<file path="config.mk">
export PLATFORM = sky130hd
export DESIGN_NAME = shift_seq
export DESIGN_NICKNAME = d
export VERILOG_FILES = /design/src/rtl/shift_pkg.sv /design/src/rtl/shift_step.sv /design/src/rtl/shift_seq.sv
export SDC_FILE = /design/constraint.sdc
export NUM_CORES = 1
export LEC_CHECK = 0
export ABC_AREA = 1
export CAP_MARGIN = 20
export CORE_ASPECT_RATIO = 0.75
export CORE_MARGIN = 2
export CORE_UTILIZATION = 43
export CTS_CLUSTER_SIZE = 10
export DETAILED_ROUTE_END_ITERATION = 16
export PLACE_DENSITY = 0.78
export SETUP_SLACK_MARGIN = 0.05
export SLEW_MARGIN = 10
export SYNTH_ARGS = -nofsm -noshare
export SYNTH_HDL_FRONTEND = slang
export SYNTH_SLANG_ARGS = --single-unit
</file>
<file path="constraint.sdc">
create_clock -name clk -period 1.1 [get_ports clk]
set_input_delay 0.165 -clock clk [delete_from_list [all_inputs] [get_ports clk]]
set_output_delay 0.165 -clock clk [all_outputs]
set_load 0.005 [all_outputs]
</file>
<file path="src/rtl/shift_pkg.sv">
// Shared shift-op encodings and sequencer state type for shifter, sequencer and controller decode.
// Latency: n/a (type/constant definitions only).
// Backpressure: n/a.
package shift_pkg;

  // Shift op field width and encodings as decoded by the controller.
  localparam int SH_OP_W = 2;

  typedef logic [SH_OP_W-1:0] sh_op_t;

  localparam sh_op_t SH_PASS = 2'b00;  // no shift
  localparam sh_op_t SH_LSL  = 2'b01;  // logical left, zero fill
  localparam sh_op_t SH_LSR  = 2'b10;  // logical right, zero fill
  localparam sh_op_t SH_ASR  = 2'b11;  // arithmetic right, sign fill

  // Sequencer control states.
  typedef enum logic [1:0] {
    S_IDLE  = 2'd0,
    S_SHIFT = 2'd1,
    S_DONE  = 2'd2
  } shseq_state_t;

  // True when an op needs no stepping at all (pass-through or zero count).
  function automatic logic sh_is_trivial(input sh_op_t op, input logic amt_zero);
    return (op == SH_PASS) || amt_zero;
  endfunction

endpackage

</file>
<file path="src/rtl/shift_step.sv">
// Combinational one-bit-position shift of a W-bit word for the 2-bit shift op.
// Latency: zero cycles (pure combinational).
// Backpressure: none; result follows inputs. Carry output present only with SHIFT_SEQ_FLAGS_EN.
import shift_pkg::*;

module shift_step #(
  parameter int W = 16
) (
  input  sh_op_t       op,
  input  logic [W-1:0] a,
`ifdef SHIFT_SEQ_FLAGS_EN
  output logic         carry,
`endif
  output logic [W-1:0] result
);

  // Single step: the vacated bit is zero for logical shifts and the sign for ASR.
  always_comb begin
    result = a;
    case (op)
      SH_LSL:  result = {a[W-2:0], 1'b0};
      SH_LSR:  result = {1'b0, a[W-1:1]};
      SH_ASR:  result = {a[W-1], a[W-1:1]};
      default: result = a;
    endcase
  end

`ifdef SHIFT_SEQ_FLAGS_EN
  // Bit that falls off the end on this step; pass shifts nothing out.
  always_comb begin
    carry = 1'b0;
    case (op)
      SH_LSL:  carry = a[W-1];
      SH_LSR:  carry = a[0];
      SH_ASR:  carry = a[0];
      default: carry = 1'b0;
    endcase
  end
`endif

endmodule

</file>
<file path="src/rtl/shift_seq.sv">
// Multi-cycle shifter: applies pass/LSL/LSR/ASR amt times, one bit position per clock.
// Latency: done in the cycle after edge N+k (k=amt, 0 for pass); one mandatory DONE cycle.
// Backpressure: start only accepted in IDLE; start while busy is dropped, not queued.
// Optional flag outputs c_out/z_out/n_out are built when SHIFT_SEQ_FLAGS_EN is defined.
import shift_pkg::*;

module shift_seq #(
  parameter int W     = 16,
  parameter int AMT_W = 4
) (
  input  logic             clk,
  input  logic             reset,
  input  logic             start,
  input  logic [W-1:0]     in,
  input  logic [1:0]       shift,
  input  logic [AMT_W-1:0] amt,
  output logic             busy,
  output logic             done,
`ifdef SHIFT_SEQ_FLAGS_EN
  output logic             c_out,
  output logic             z_out,
  output logic             n_out,
`endif
  output logic [W-1:0]     sout
);

  shseq_state_t     state_q, state_d;
  logic [W-1:0]     acc_q;
  sh_op_t           op_q;
  logic [AMT_W-1:0] cnt_q;
  logic [W-1:0]     step_res;
  logic             accept;

  // A request is only taken when the unit is idle; anything else is ignored.
  assign accept = (state_q == S_IDLE) && start;

`ifdef SHIFT_SEQ_FLAGS_EN
  logic step_carry;
  logic carry_q;

  shift_step #(.W(W)) u_step (
    .op     (op_q),
    .a      (acc_q),
    .carry  (step_carry),
    .result (step_res)
  );
`else
  shift_step #(.W(W)) u_step (
    .op     (op_q),
    .a      (acc_q),
    .result (step_res)
  );
`endif

  // State register; reset aborts any operation in flight without a done pulse.
  always_ff @(posedge clk or posedge reset) begin
    if (reset) begin
      state_q <= S_IDLE;
    end else begin
      state_q <= state_d;
    end
  end

  // Next-state logic: trivial ops skip straight to DONE, otherwise count steps down.
  always_comb begin
    state_d = state_q;
    case (state_q)
      S_IDLE: begin
        if (start) begin
          state_d = sh_is_trivial(sh_op_t'(shift), amt == '0) ? S_DONE : S_SHIFT;
        end
      end
      S_SHIFT: begin
        if (cnt_q == AMT_W'(1)) begin
          state_d = S_DONE;
        end
      end
      S_DONE:  state_d = S_IDLE;
      default: state_d = S_IDLE;
    endcase
  end

  // Datapath: capture operands on accept, then one step per cycle while shifting.
  // Outside SHIFT the accumulator holds, so the result stays visible until the next accept.
  always_ff @(posedge clk or posedge reset) begin
    if (reset) begin
      acc_q <= '0;
      op_q  <= SH_PASS;
      cnt_q <= '0;
    end else if (accept) begin
      acc_q <= in;
      op_q  <= sh_op_t'(shift);
      cnt_q <= amt;
    end else if (state_q == S_SHIFT) begin
      acc_q <= step_res;
      cnt_q <= cnt_q - AMT_W'(1);
    end
  end

`ifdef SHIFT_SEQ_FLAGS_EN
  // Carry tracks the last bit shifted out; cleared on accept so zero-step ops report 0.
  always_ff @(posedge clk or posedge reset) begin
    if (reset) begin
      carry_q <= 1'b0;
    end else if (accept) begin
      carry_q <= 1'b0;
    end else if (state_q == S_SHIFT) begin
      carry_q <= step_carry;
    end
  end

  assign c_out = carry_q;
  assign z_out = (acc_q == '0);
  assign n_out = acc_q[W-1];
`endif

  // Moore outputs straight from state and accumulator.
  assign busy = (state_q != S_IDLE);
  assign done = (state_q == S_DONE);
  assign sout = acc_q;

endmodule
</file>
After elaboration in Yosys (flattened, before gate mapping) --
Index checks and enable logic that the tools add are counted.
Word-level totals: register bits after elaboration 24, input port bits 25, output and inout bits 18, logic and storage cells 36
Operators by class: add/sub/neg operators 1, eq/ne operators 9, multiplexer cells 9, reduce and logical (&&, ||, !) cells 12
Operators by type and width (count):
- case mux 16 bit (3 select lines) | 1
- two-way mux 16 bit | 2
- two-way mux 4 bit | 2
- equality test 2 bit, second input constant | 3
- two-way mux 2 bit | 3
- != test 2 bit, second input constant | 3
- equality test 2 x 1 -> 1 bit, second input constant | 2
- equality test 4 x 1 -> 1 bit, second input constant | 1
- zero test 2 bit | 2
- zero test 4 bit | 1
- case mux 2 bit (2 select lines) | 1
- AND reduction 2 bit | 2
- nonzero test 2 bit | 2
- nonzero test 4 bit | 1
- subtractor 4 x 1 -> 4 bit, second input constant | 1
- AND reduction 3 bit | 1
- nonzero test 3 bit | 1
- logical AND 1 bit | 1
- logical OR 1 bit | 1

Longest topological paths before layout --
Gate-level depths: netlist of the first run.
word-level depth 5, mapped depth 9, mapped depth without buffers 7

By module --
From an unflattened synthesis of the first run, not the netlist that was laid out.
Second synthesis, totals: cells, all modules 262, area, all modules 1677.9 µm²
By module, submodules not included:
- shift_seq | times used 1, cells each 191, area each 1315.0 µm², sequential area each 600.6 µm²
- shift_step | times used 1, cells each 71, area each 362.8 µm², sequential area each 0.0 µm²

Worst setup path after synthesis of the first run --
Ideal clock, no wire load.
path kind register -> register, start register op_q[0], end register acc_q[10], in the netlist sout[10], library setup time 0.116 ns, data arrival time 1.042 ns, data required time 0.984 ns, path slack -0.058 ns, stages on the path, launching flop included 9, buffers on the path 2, period minus slack after synthesis 1.158 ns, cell sequence dfrtp_1 > buf_2 > inv_2 > nand3_2 > nand2_4 > inv_4 > buf_6 > nand2_1 > nand2_1
Between the ends: word-level cells in the longest chain between the ends 4, elaborated cells between the ends (all ways) 8, classes of those cells eq/ne: 3; mux: 3; reduce/logical: 2
RTL lines:
- start: declaration | RTL line shift_seq.sv:29 | sh_op_t op_q;
- start signal: assignment | RTL line shift_seq.sv:92 | op_q <= sh_op_t'(shift);
- equality test 2 bit / equality test 2 x 1 -> 1 bit (equally long branches) | RTL line shift_step.sv:20 | case (op)
- case mux 16 bit (3 select lines) | RTL line shift_step.sv:20
- two-way mux 16 bit | RTL line shift_seq.sv:94 | end else if (state_q == S_SHIFT) begin
- two-way mux 16 bit | RTL line shift_seq.sv:90 | end else if (accept) begin
- end signal: assignment | RTL line shift_seq.sv:91 | acc_q <= in;
- end signal: assignment | RTL line shift_seq.sv:95 | acc_q <= step_res;
- end: declaration | RTL line shift_seq.sv:28 | logic [W-1:0] acc_q;
Parallel ways exist; a longest one is shown, timed or not. The select of a mux whose other input is x is not followed. A chain may end at the register's enable or synchronous reset.

Final worst setup path of the first run --
start register state_q[0], end register cnt_q[2]
Between the ends: word-level cells in the longest chain between the ends 3, elaborated cells between the ends (all ways) 5, classes of those cells eq/ne: 1; mux: 1; reduce/logical: 3
RTL lines:
- start: declaration | RTL line shift_seq.sv:27 | shseq_state_t state_q, state_d;
- start signal: assignment | RTL line shift_seq.sv:60 | state_q <= state_d;
- zero test 2 bit | RTL line shift_seq.sv:35 | assign accept = (state_q == S_IDLE) && start;
- logical AND 1 bit | RTL line shift_seq.sv:35
- two-way mux 4 bit / nonzero test 2 bit (equally long branches)
- end signal: assignment | RTL line shift_seq.sv:93 | cnt_q <= amt;
- end signal: assignment | RTL line shift_seq.sv:96 | cnt_q <= cnt_q - AMT_W'(1);
- end: declaration | RTL line shift_seq.sv:30 | logic [AMT_W-1:0] cnt_q;
Parallel ways exist; a longest one is shown, timed or not.

==> metrics.txt, run 1 <==
status=complete, but fails checks; failing checks=negative setup slack; H-tree levels=1; P&R area growth vs syn=46.1%; sw frac=46.7%; Max-Cap Viols=0; CP Cell Sequence=inv_2, nand3_4, inv_4, buf_12, buf_4, nand2_2, o211ai_1; die height=56.8 um; mapped cell area=1600 um^2; CP peak stage delay=0.41 ns; share of the yosys chip area belonging to registers=37.5%; Port Buffer Count=42; vias per cell=4.88; Finished Layout Cells=368; cell area power density=2650 nW/um^2; worst-case clock buffer depth=2; vias in the first global route=1588; Synth area leader=dfrtp_1; largest net degree at the start of global routing=25; Slew Limit Fails=0; Synthesized Nets=271; Area contributors post-synth=dfrtp_1 (38%), nand2_1 (29%), nand3_1 (15%), buf_4 (2.3%), buf_2 (2.2%); LEAKAGE=1.26 nW; max_slew headroom=80.9%; Netlist cell types=18; insertion delay of the later-clocked pin in the worst-skew pair=0.27 ns; Die X=74.4 um; most common library cell in the layout ignoring fill and taps=nand2_1; Clock Tree Root=clkbuf_8; Vias=1796; Worst Path Required=1.29 ns; syn_area_per_cell=6.56 um^2; Detail Route Antenna Nets=0; unrepaired setup endpoints after global routing=yes; n_diodes=0; Yosys Warn Count=0; gr usage total=21.6%; startpoint types=flip-flop; Comb power frac=67.7%; maximum operating frequency=835 MHz; CTS buffer count=3; wire per inst=11.6 um; post-route setup slack=-0.0977 ns; clk_skew=0.00493 ns; Mapped Cells=244; DR pass1 iterations=4; Clk pwr share=8.6%; DPL Wire Length=3020 um; R2R Setup Slk=-0.1 ns; CTS tree=built; # nets final=345; starting DRC count in detailed routing=96; Sw Pwr=2.89 mW; CP Data Arrival Time=1.38 ns; ratio of cells with drive above 1 in the final layout=23.7%; type of the worst min-delay path=input pin to asynchronous set/reset pin; die area=4230 um^2; Final Critical Period=1.20 ns; Final Wtd Congestion=0.852; VDD IR max=0.00111 V; Critical Path Fanout Max=14; IO Count=43; Worst Setup End Kind=flip-flop; Seq cells post-synth=24; register share of total power=23.7%; TritonCTS sink count=24; fin crit share=109%; final WL=4270 um; design internal power=3.30 mW; Remaining Overflow, GRT=0; placed cell count=357; row cnt=19; starting density of the core=44.3%; CP max stage cell=dfrtp_1; critical path class=flip-flop to flip-flop; share of the synthesized area in the top cell type=37.5%; clock-pin slew on the worst setup and hold paths=0.08 ns; area of placed instances=2280 um^2; most frequent cells in the layout=nand2_1 (121), nand3_1 (48), buf_4 (36); antenna violations before repair=0; Worst-Margin Slew=0.284 ns; first-pass GRT wire length=7070 um; Core ar.=3610 um^2; count of final hold-check violations=0; Final Cell Area=2340 um^2; DRC Markers=0; # setup viols final=22
cell usage after synthesis:
library cell and count:
dfrtp_1 24, a21oi_1 1, buf_6 1, o21a_1 1
nand3_1 49, xor2_1 1, o21ai_0 7, buf_4 5
o211ai_1 3, nor2_1 3, ha_1 2, nand2_4 2
inv_4 1, nand2_1 123, inv_2 5, nand3_2 2
buf_2 7, inv_1 7
per-stage QoR:
step	TNS, ns	utilization (%)	power [mW]	hold WS (ns)	worst slack (ns)
floorplan	-0.294	-	4.03	0.180	-0.0295
global placement	-6.46	63.2	5.42	0.505	-0.305
detailed placement	-7.26	63.2	5.51	0.509	-0.348
CTS	-1.33	65.5	6.17	0.209	-0.0812
global route	-3.20	64.7	6.79	0.266	-0.170
finish	-1.57	64.7	6.19	0.205	-0.0977
logic make-up (layout without fill, tap and decap cells):
group | after synthesis | after routing | share of synthesized area (%)
fa+ha+maj | 2 | 2 | 1.56
compound gates | 12 | 12 | 4.38
buf+inv | 26 | 98 | 8.44
xor+xnor | 1 | 1 | 0.547
flops | 24 | 24 | 37.5
simple gates | 179 | 179 | 47.5
state kept, by name, summed over array words and instances (netlist names):
name / flops
state_q: 2
op_q: 2
cnt_q: 4
sout: 16
critical path, delay by kind of cell, from the launching register on:
kind | cells | cell delay (ns)
buffers and inverters | 4 | 0.43
AO/OA/AOI/OAI | 1 | 0.10
AND/OR/NAND/NOR | 2 | 0.16
flip-flops | 1 | 0.41
path summary, 6_finish.rpt:
kind / start / to / cells past startpoint
worst min-delay path: reset / cnt_q[3] / 3
max in group asynchronous: reset / cnt_q[0] / 3
worst min register to register: sout[0] / sout[0] / 2
worst max-delay path: state_q[0] / cnt_q[2] / 7
worst max register to register: state_q[0] / cnt_q[2] / 7
min in group clk: shift[1] / op_q[1] / 3
what timing repair did:
item | CTS | global route
hold buffers | 0 | 0
buffers inserted | 5 | 3
gates cloned | 0 | 0
setup endpoints to repair | 41 | 38
endpoints found under the hold margin | 0 | 0
pin swaps | 1 | 4
gates resized for setup | 54 | 17
area by class of cell:
class                           count  area (um^2)
Sequential cell                    24          601
Fill cell                         352         1270
Tap cell                           52         65.1
Multi-Input combinational cell    194          900
Inverter                           13         63.8
Timing Repair Buffer               82          668
Clock buffer                        3         41.3
power by group through the flow:
stage	registers, mW	logic (mW)	clock network [mW]
detailed placement	1.49	4.02	0
finish	1.47	4.20	0.530
global route	1.51	4.70	0.579
floorplan	1.57	2.46	0
global placement	1.49	3.93	0
CTS	1.47	4.16	0.551
routing by layer:
metal	global-route usage (%)	wire length (um)
met5	0	0
met4	5.61	45
met3	4.85	259
met2	32.2	1930
met1	31.3	2040
Power figures use the tool's default switching activity.
==> run 2, diff against run 1 <==
--- a/config.mk
+++ b/config.mk
@@ -8,9 +8,9 @@
 export ABC_AREA = 1
 export CAP_MARGIN = 20
 export CORE_ASPECT_RATIO = 0.75
-export CORE_MARGIN = 2
+export CORE_MARGIN = 4
 export CORE_UTILIZATION = 43
-export CTS_CLUSTER_SIZE = 10
+export CTS_CLUSTER_SIZE = 24
 export DETAILED_ROUTE_END_ITERATION = 16
 export PLACE_DENSITY = 0.78
 export SETUP_SLACK_MARGIN = 0.05
==> metrics.txt, run 2 (synthesis gave the netlist of run 1 again) <==
status=complete, but fails checks; failing checks=negative setup slack; ratio of cells with drive above 1 in the final layout=26.5%; Critical Path Fanout Max=10; Finished Layout Cells=374; H-tree levels=1; area of placed instances=2260 um^2; row cnt=18; Sw Pwr=3.20 mW; CP Cell Sequence=inv_2, buf_6, buf_4, nand2_4, nand2_4, nand2_8, buf_4, nand2_1, nand2_1; DRC Markers=0; Final Wtd Congestion=0.837; first-pass GRT wire length=8320 um; starting DRC count in detailed routing=162; largest net degree at the start of global routing=25; Vias=1885; Final Critical Period=1.27 ns; CP Data Arrival Time=1.45 ns; area of the multi-input gates=918 um^2; vias in the first global route=1858; max_slew headroom=78.0%; Worst Path Required=1.28 ns; type of the worst min-delay path=input pin to asynchronous set/reset pin; P&R area growth vs syn=55.4%; # setup viols final=24; wire per inst=13.2 um; clock-pin slew on the worst setup and hold paths=0.10 ns; Die X=78.4 um; R2R Path Start=state_q[1]; DPL Wire Length=3160 um; starting density of the core=46.7%; Worst Setup End Kind=flip-flop; most common library cell in the layout ignoring fill and taps=nand2_1; Remaining Overflow, GRT=0; CTS tree=built; register share of total power=20.6%; most frequent cells in the layout=nand2_1 (118), nand3_1 (49), buf_4 (35); DR pass1 iterations=4; sw frac=44.9%; n_diodes=0; antenna violations before repair=0; CP max stage cell=dfrtp_1; gr usage total=22.3%; vias per cell=5.04; reg2reg path depth=9; R2R Setup Slk=-0.17 ns; Slew Limit Fails=0; startpoint types=flip-flop; CP peak stage delay=0.39 ns; cts hold-fix bufs=0; Comb power frac=68.1%; Max-Cap Viols=0; Final Util=72.6%; critical path class=flip-flop to flip-flop; CTS buffer count=3; Port Buffer Count=42; Final Cell Area=2490 um^2; final WL=4930 um; IO Count=43; count of final hold-check violations=0; design internal power=3.92 mW; # nets final=352; Core ar.=3420 um^2; post-route setup slack=-0.169 ns; unrepaired setup endpoints after global routing=yes; die area=4770 um^2; Clock Tree Root=clkbuf_8; placed cell count=352; cell area power density=2860 nW/um^2; Worst-Margin Slew=0.326 ns; die height=60.8 um; TritonCTS sink count=24; Largest register FFs=16; clk_skew=0.0129 ns; worst-case clock buffer depth=2; VDD IR max=0.00143 V; LEAKAGE=1.33 nW; insertion delay of the later-clocked pin in the worst-skew pair=0.28 ns; register area=601 um^2; # fillers=290; Detail Route Antenna Nets=0; reg2reg end=sout[9]; maximum operating frequency=788 MHz; Clk pwr share=11.3%; fin crit share=115%
## run 2: cell types whose count changed in the layout (fill, tap and decap cells not counted), sizes merged
cell and delta:
buf +6, bufinv +1, clkbuf +1, clkinv +1, inv -1
## run 2: worst max path at each step
stage               startpoint        to  slack [ns]  cells past startpoint
floorplan           state_q[0]  sout[10]       -0.03                      8
global placement         start   sout[2]       -0.29                      7
detailed placement       start   sout[1]       -0.32                      7
CTS                 state_q[1]   sout[2]       -0.14                      9
global route        state_q[1]  sout[15]       -0.24                      8
finish              state_q[1]   sout[9]       -0.17                      9
## run 2: worst max-delay path, delay by kind of cell (launching register included)
kind,cells,cell delay [ns]
flip-flops,1,0.39
AND/OR/NAND/NOR,5,0.36
buffers and inverters,4,0.42
## run 2: power by group through the flow
stage | Combinational, mW | Sequential [mW] | Clock (mW)
3_5_place_dp | 4.00 | 1.49 | 0
5_1_grt | 5.37 | 1.51 | 0.833
4_1_cts | 4.72 | 1.46 | 0.801
6_report | 4.85 | 1.46 | 0.808
2_1_floorplan | 2.46 | 1.57 | 0
3_3_place_gp | 3.91 | 1.48 | 0
## run 2: layer usage
metal,track usage (%),vias up,wire length (um)
met5,0,-,0
met2,40.1,91,2280
met4,4.74,0,45
li1,-,938,-
met3,4.01,8,398
met1,28.8,848,2210
## run 2: area by class of cell
class | count | area share [%]
clock buffer | 3 | 1.66
clock inverter | 1 | 1.21
inverter | 13 | 2.57
multi-input combinational | 194 | 36.9
sequential | 24 | 24.2
tap | 50 | 2.52
timing repair buffer | 89 | 31.0
## run 2: per-stage QoR
stage                     total power [mW]  TNS, ns  setup WS [ns]  hold WS, ns
after floorplan                       4.03   -0.294        -0.0295        0.180
after global placement                5.39    -5.79         -0.291        0.502
after detailed placement              5.49    -6.34         -0.322        0.510
after CTS                             6.98    -2.74         -0.145        0.210
after global routing                  7.71    -4.82         -0.235        0.232
final                                 7.12    -3.25         -0.169        0.197
## run 2: what timing repair did
action	in CTS	in global routing
resized for setup	58	30
buffers inserted	16	2
gates cloned	1	0
pin swaps	6	2
endpoints found under the setup margin	41	40
==> run 3, diff against run 2 <==
--- a/config.mk
+++ b/config.mk
@@ -14,6 +14,7 @@
 export DETAILED_ROUTE_END_ITERATION = 16
 export PLACE_DENSITY = 0.78
 export SETUP_SLACK_MARGIN = 0.05
+export SKIP_CTS_REPAIR_TIMING = 1
 export SLEW_MARGIN = 10
 export SYNTH_ARGS = -nofsm -noshare
 export SYNTH_HDL_FRONTEND = slang
==> metrics.txt, run 3 (synthesis gave the netlist of run 1 again) <==
status=complete, but fails checks; failing checks=negative setup slack; maximum operating frequency=789 MHz; Pwr Total=6.90 mW; critical path class=flip-flop to flip-flop; clk_skew=0.0108 ns; unrepaired setup endpoints after global routing=yes; gr usage total=19.8%; Critical Path Fanout Max=8; Final Critical Period=1.27 ns; type of the worst min-delay path=input pin to asynchronous set/reset pin; Core ar.=3420 um^2; worst-case clock buffer depth=2; Clock Tree Root=clkbuf_8; worst setup path startpoint=state_q[1]; post-route setup slack=-0.167 ns; die height=60.8 um; ratio of cells with drive above 1 in the final layout=21.5%; Vias=1882; Worst Path Required=1.32 ns; first-pass GRT wire length=7450 um; Slew Limit Fails=0; max_slew headroom=80.4%; DR pass1 iterations=6; CTS tree=built; final WL=4780 um; # nets final=344; n_diodes=0; vias per cell=5.14; Die X=78.4 um; Remaining Overflow, GRT=0; reg2reg end=sout[15]; R2R Setup Slk=-0.17 ns; Final Wtd Congestion=0.837; DRC Markers=0; fin crit share=115%; TritonCTS sink count=24; DPL Wire Length=3160 um; P&R area growth vs syn=58.9%; reg2reg path depth=9; largest net degree at the start of global routing=25; CTS buffer count=3; starting density of the core=46.7%; count of final hold-check violations=0; most common library cell in the layout ignoring fill and taps=nand2_1; clock-pin slew on the worst setup and hold paths=0.10 ns; R2R Path Start=state_q[1]; LEAKAGE=1.53 nW; Port Buffer Count=42; most frequent cells in the layout=nand2_1 (116), nand3_1 (47), buf_4 (31); Largest register FFs=16; # setup viols final=25; Max-Cap Viols=0; # fillers=279; vias in the first global route=1653; Worst Setup End Kind=flip-flop; row cnt=18; startpoint types=flip-flop; antenna violations before repair=0; die area=4770 um^2; IO Count=43; cell area power density=2710 nW/um^2; wire per inst=13.1 um; CP Data Arrival Time=1.49 ns; starting DRC count in detailed routing=223; Detail Route Antenna Nets=0; WHS=0.201 ns; insertion delay of the later-clocked pin in the worst-skew pair=0.27 ns; H-tree levels=1; Worst-Margin Slew=0.291 ns; VDD IR max=0.00140 V
-- run 3: cell count changes in the layout (fill, tap and decap cells not counted), sizes merged --
| cell | before | now |
|---|---|---|
| clkdlybuf4s15 | 1 | 0 |
| buf | 51 | 39 |
| inv | 12 | 13 |
| clkbuf | 16 | 5 |
| clkinv | 1 | 0 |
| dlymetal6s2s | 0 | 16 |
-- run 3: stage by stage --
step / area (um^2) / instances / util, % / setup TNS [ns] / setup WS, ns
6_report: 2540 / 366 / 74.3 / -3.05 / -0.167
3_3_place_gp: 2260 / 352 / 65.9 / -5.79 / -0.291
5_1_grt: 2540 / 366 / 74.3 / -4.66 / -0.250
2_1_floorplan: 1630 / 244 / - / -0.294 / -0.0295
4_1_cts: 2330 / 356 / 68.0 / -7.00 / -0.402
3_5_place_dp: 2260 / 352 / 65.9 / -6.34 / -0.322
-- run 3: how the worst max path moves through the flow --
stage	slack [ns]	endpoint
2_1_floorplan	-0.03	sout[10]
3_5_place_dp	-0.32	sout[1]
6_report	-0.17	sout[15]
5_1_grt	-0.25	sout[15]
4_1_cts	-0.40	done
3_3_place_gp	-0.29	sout[2]
-- run 3: worst max-delay path, stage by stage, from the launching register on --
cell,delay [ns]
dfrtp_1,0.39
inv_2,0.07
buf_6,0.10
nand3_4,0.12
inv_4,0.13
buf_12,0.13
nand2_1,0.05
nand2_1,0.07
nand3_1,0.08
nand2_1,0.07
-- run 3: layer usage --
metal | part of all wire [%] | vias up | global-route usage [%]
met5 | 0 | - | 0
met4 | 1.0 | 0 | 3.49
met3 | 7.7 | 9 | 3.86
met2 | 46 | 92 | 32.9
met1 | 46 | 857 | 27.6
li1 | - | 924 | -
-- run 3: layout make-up --
cell class | instances | area, um^2 | share of cell area, %
Clock buffer | 3 | 41.3 | 1.62
Clock inverter | 1 | 30.0 | 1.18
Inverter | 13 | 63.8 | 2.51
Multi-Input combinational cell | 194 | 931 | 36.6
Sequential cell | 24 | 601 | 23.6
Tap cell | 50 | 62.6 | 2.46
Timing Repair Buffer | 81 | 813 | 32.0
-- run 3: power by group --
| group | leakage (nW) | switching (mW) | total, mW | internal, mW |
|---|---|---|---|---|
| registers | 0.307 | 0.208 | 1.46 | 1.25 |
| clock network | 0.0357 | 0.310 | 0.798 | 0.487 |
| logic | 1.19 | 2.59 | 4.64 | 2.06 |
